[src/rtl/aes_ctr_sequencer.sv]
// Purpose: CTR-mode sequencer around an external combinational AES-128 core (key + counter block out, keystream in).
// Latency: out_valid rises SETTLE_CYCLES edges after acceptance; one block in flight, spacing SETTLE_CYCLES+2 cycles.
// Backpressure: result held in HOLD until out_ready; in_ready low whenever busy or a key/iv load is pending.
module aes_ctr_sequencer #(
    parameter int N             = 128,
    parameter int Nr            = 10,
    parameter int Nk            = 4,
    parameter int SETTLE_CYCLES = 3
) (
    input  logic           clk,
    input  logic           rst,
    input  logic           key_load,
    input  logic [N-1:0]   key_in,
    input  logic           iv_load,
    input  logic [127:0]   iv_in,
    input  logic           in_valid,
    output logic           in_ready,
    input  logic [127:0]   in_data,
    output logic           out_valid,
    input  logic           out_ready,
    output logic [127:0]   out_data,
    output logic [127:0]   core_in,
    output logic [N-1:0]   core_key,
    input  logic [127:0]   core_out,
    output logic           busy,
    output logic           key_valid
);

    if (SETTLE_CYCLES < 1 || SETTLE_CYCLES > 15 || N != 32 * Nk || Nr != Nk + 6) begin : g_cfg_check
        $error("aes_ctr_sequencer: illegal parameter combination");
    end

    typedef enum logic [1:0] {
        S_IDLE = 2'd0,
        S_WAIT = 2'd1,
        S_HOLD = 2'd2
    } state_t;

    localparam logic [3:0] SETTLE_LOAD = 4'(SETTLE_CYCLES - 1);

    state_t         state;
    state_t         state_nxt;
    logic [N-1:0]   key_reg;
    logic [127:0]   ctr_reg;
    logic [127:0]   data_reg;
    logic [3:0]     settle_cnt;
    logic           accept;
    logic           capture;
    logic           release_blk;
    logic           idle;

    assign idle     = (state == S_IDLE);
    assign in_ready = idle & key_valid & ~key_load & ~iv_load;
    assign busy     = ~idle;
    assign core_key = key_reg;
    assign core_in  = ctr_reg;

    always_comb begin
        state_nxt   = state;
        accept      = 1'b0;
        capture     = 1'b0;
        release_blk = 1'b0;
        case (state)
            S_IDLE: begin
                if (in_valid && in_ready) begin
                    accept    = 1'b1;
                    state_nxt = S_WAIT;
                end
            end
            S_WAIT: begin
                if (settle_cnt == 4'd0) begin
                    capture   = 1'b1;
                    state_nxt = S_HOLD;
                end
            end
            S_HOLD: begin
                if (out_ready) begin
                    release_blk = 1'b1;
                    state_nxt   = S_IDLE;
                end
            end
            default: state_nxt = S_IDLE;
        endcase
    end

    always_ff @(posedge clk) begin
        if (rst) begin
            state      <= S_IDLE;
            key_reg    <= '0;
            key_valid  <= 1'b0;
            ctr_reg    <= '0;
            data_reg   <= '0;
            settle_cnt <= '0;
            out_valid  <= 1'b0;
            out_data   <= '0;
        end else begin
            state <= state_nxt;

            if (idle && key_load) begin
                key_reg   <= key_in;
                key_valid <= 1'b1;
            end

            // Only the low word counts; the upper 96 bits are a fixed nonce.
            if (idle && iv_load) begin
                ctr_reg <= iv_in;
            end else if (release_blk) begin
                ctr_reg[31:0] <= ctr_reg[31:0] + 32'd1;
            end

            if (accept) begin
                data_reg   <= in_data;
                settle_cnt <= SETTLE_LOAD;
            end else if (state == S_WAIT && settle_cnt != 4'd0) begin
                settle_cnt <= settle_cnt - 4'd1;
            end

            if (capture) begin
                out_data  <= core_out ^ data_reg;
                out_valid <= 1'b1;
            end else if (release_blk) begin
                out_valid <= 1'b0;
            end
        end
    end

endmodule

[config.mk]
export PLATFORM = sky130hd
export DESIGN_NAME = aes_ctr_sequencer
export DESIGN_NICKNAME = d
export VERILOG_FILES = /design/src/rtl/aes_ctr_sequencer.sv
export SDC_FILE = /design/constraint.sdc
export NUM_CORES = 1
export LEC_CHECK = 0
export CELL_PAD_IN_SITES_DETAIL_PLACEMENT = 0
export CELL_PAD_IN_SITES_GLOBAL_PLACEMENT = 2
export CORE_AREA = 2 2 352 354
export CTS_CLUSTER_DIAMETER = 60
export DETAILED_ROUTE_END_ITERATION = 8
export DIE_AREA = 0 0 354 356
export PLACE_DENSITY_LB_ADDON = 0.15
export SLEW_MARGIN = 25
export SYNTH_ARGS = -nofsm -noshare
export SYNTH_HDL_FRONTEND = slang
export SYNTH_SLANG_ARGS = --single-unit
[constraint.sdc]
create_clock -name clk -period 8.4 [get_ports clk]
set_clock_uncertainty 0.2 [all_clocks]
set_input_delay 1.68 -clock clk [delete_from_list [all_inputs] [get_ports clk]]
set_output_delay 1.68 -clock clk [all_outputs]
set_load 0.05 [all_outputs]
==> reports/results.tsv <==
metric	value	unit
cell family with most CP delay	buffers and inverters	
gpl congestion	0.783	
gr usage total	14.1	%
peak supply drop	0.136	mV
top post-synthesis cells by area	dfxtp_1 (54%), nand2_1 (14%), a21oi_1 (9.3%)	
Die X	354	um
simple-gate area share of the yosys netlist	19.7	%
area growth from synthesis to layout	71.7	%
CTS clk-pin slew, worst paths	0.05	ns
RSZ-0062 raised after global routing	no	
vias in the first global route	19136	
kind of end point of the critical path	primary output	
Leak	0.0112	uW
most frequent cell after synthesis	nand2_1	
post-layout min period	5.86	ns
CP max FO	3	
fillers	13266	
register area share after synthesis	54.0	%
Synth Register Bits	520	
Final Max Tran Viols	0	
core area	123000	um2
ys async rst share	0	%
full die area	126000	um2
max_cap viols	0	
FMAX	171	MHz
post-CTS setup buffers	0	
post-DR wirelength/cell	18.9	um
Post-Synth XOR/XNOR Area	7.08	%
total CTS buffers	85	
pre-CTS WS	2.40	ns
cell mode on critical path	clkdlybuf4s50_1	
Site Rows	129	
CTS Hold Bufs	0	
Final Worst Setup Slack	2.54	ns
met3 global-route usage	7.17	%
clk_lat worst skew	0.65	ns
Vias	19142	
initial core utilization	15.7	%
status	finished, final reports clean	
Final period util	69.8	%
max_slew headroom	33.1	%
Yosys cell types	34	
crit path kind	input port to primary output	
ys flop type	dfxtp_1	
Hold Path Class	register to register	
Remaining DRCs	0	
setup violators final	0	
Post-Synth Adder-Cell Area	0.130	%
Synth top cells by count	nand2_1 (728), dfxtp_1 (520), a21oi_1 (358)	
leading area contributor after synthesis	dfxtp_1	
Synth Area in Compound Gates	15.6	%
clock root cell	clkbuf_16	
CP startpoint kind	input port	
Mapped Area	19300	um2
Crit path arrival time	3.98	ns
Buf/Inv on CP	3	
Worst Max-Slew Pin Slew	1.00	ns
M1 GR Usage	14.6	%
initial antenna violation count	42	
CP peak stage delay	0.87	ns
post-CTS sizing	0	
Syn. warnings	0	
setup TNS	0	ns
reg2reg setup slack	4.99	ns
die height	356	um
cell count after synthesis	2345	
Nets	3699	
gr ovfl total	0	
syn_nets	2865	
EDFF count, synth	0	
first-pass GRT wire length	133000	um
Most Crowded Layer GR	met2	
Hold Fails Final Rpt	0	
CP max-delay cell	clkdlybuf4s50_1	
IO Pins	906	
drt pass-1 iters	5	
layout cell share with drive strength beyond 1	5.57	%
I/O Buffers	905	
DRT iter0 DRCs	803	
Cell Pwr Density	227	nW/um2
syn_area_per_cell	8.23	um2
multiplexer share of the synthesized area	0	%
Detailed Route WL	92800	um
htree depth	3	
drt via density	3.91	
cells along the critical path	clkdlybuf4s50_1 > nor3b_2 > buf_4 > and2_1 > clkdlybuf4s50_1	
clk sinks	520	
Worst Path Required	6.52	ns
largest net degree at the start of global routing	151	
Clock Tree Buf Depth	3	
met2 Usage GRT	24.6	%
post-synth top area share	54.0	%
post-route ant nets	0	
dpl hpwl	66800	um
main combinational cell family by area after synthesis	simple AND/OR/NAND/NOR gates	
CTS tree	built	
cells by family (layout without fill, tap and decap cells):
kind of cell | count (synthesis) | count (layout)
simple gates | 966 | 966
compound gates | 522 | 522
flops | 520 | 520
buf+inv | 179 | 1085
xor+xnor | 156 | 156
fa+ha+maj | 2 | 2
other cells | 0 | 12
power breakdown:
| part | leakage [uW] | switching (uW) | internal, uW |
|---|---|---|---|
| registers | 0.00424 | 62.4 | 2570 |
| clock network | 0.00151 | 1380 | 2450 |
| logic | 0.00542 | 599 | 446 |
| total | 0.0112 | 2040 | 5470 |
path summary, 6_finish.rpt:
kind | end | cells past startpoint | from
worst min register to register | core_key[8]$_SDFFE_PP0P_ | 2 | core_key[8]$_SDFFE_PP0P_
worst max-delay path | in_ready | 5 | iv_load
worst min-delay path | core_key[8]$_SDFFE_PP0P_ | 2 | core_key[8]$_SDFFE_PP0P_
worst max register to register | out_data[67]$_SDFFE_PP0P_ | 10 | settle_cnt[0]$_SDFFE_PP0P_
cell usage in the layout (no fill, tap or decap), drive strengths merged, types with 14 or more instances in the layout:
cell / netlist / routed
clkdlybuf4s50: 0 / 904
xnor2: 144 / 144
clkbuf: 168 / 108
a21oi: 358 / 358
buf: 6 / 17
bufinv: 0 / 14
dfxtp: 520 / 520
nand2: 728 / 728
nand3: 15 / 15
clkinv: 0 / 22
nor2: 169 / 169
a211oi: 151 / 151
layout make-up:
cell class | count | area (um2) | area share (%)
inverters | 5 | 18.8 | 0.0567
clock buffers | 108 | 2370 | 7.17
diodes | 12 | 30.0 | 0.0907
clock inverters | 51 | 738 | 2.23
well taps | 1637 | 2050 | 6.18
flip-flops and latches | 520 | 10400 | 31.4
multi-input cells | 1646 | 8260 | 24.9
repair buffers | 921 | 9250 | 27.9
per-layer routing:
metal / wire (um) / up-vias
li1: - / 9472
met1: 34500 / 8811
met2: 45500 / 635
met3: 9970 / 166
met4: 2410 / 58
met5: 379 / -
through the flow:
step	instance area (um2)	hold slack, ns	std cells	total power, uW	utilization [%]
final	33100	0.249	4900	7510	27.0
after global routing	33100	0.267	4896	7840	27.0
after CTS	33100	0.253	4887	7680	26.9
after detailed placement	29900	0.247	4728	3740	24.4
after global placement	29900	0.241	4728	3740	24.4
after floorplan	19300	0.249	2345	3210	-
worst min-delay path, stage by stage (launching register included):
cell	delay, ns
dfxtp_1	0.30
nand2_1	0.05
a21oi_1	0.05
Note: power is estimated with default switching activity, not from simulation.
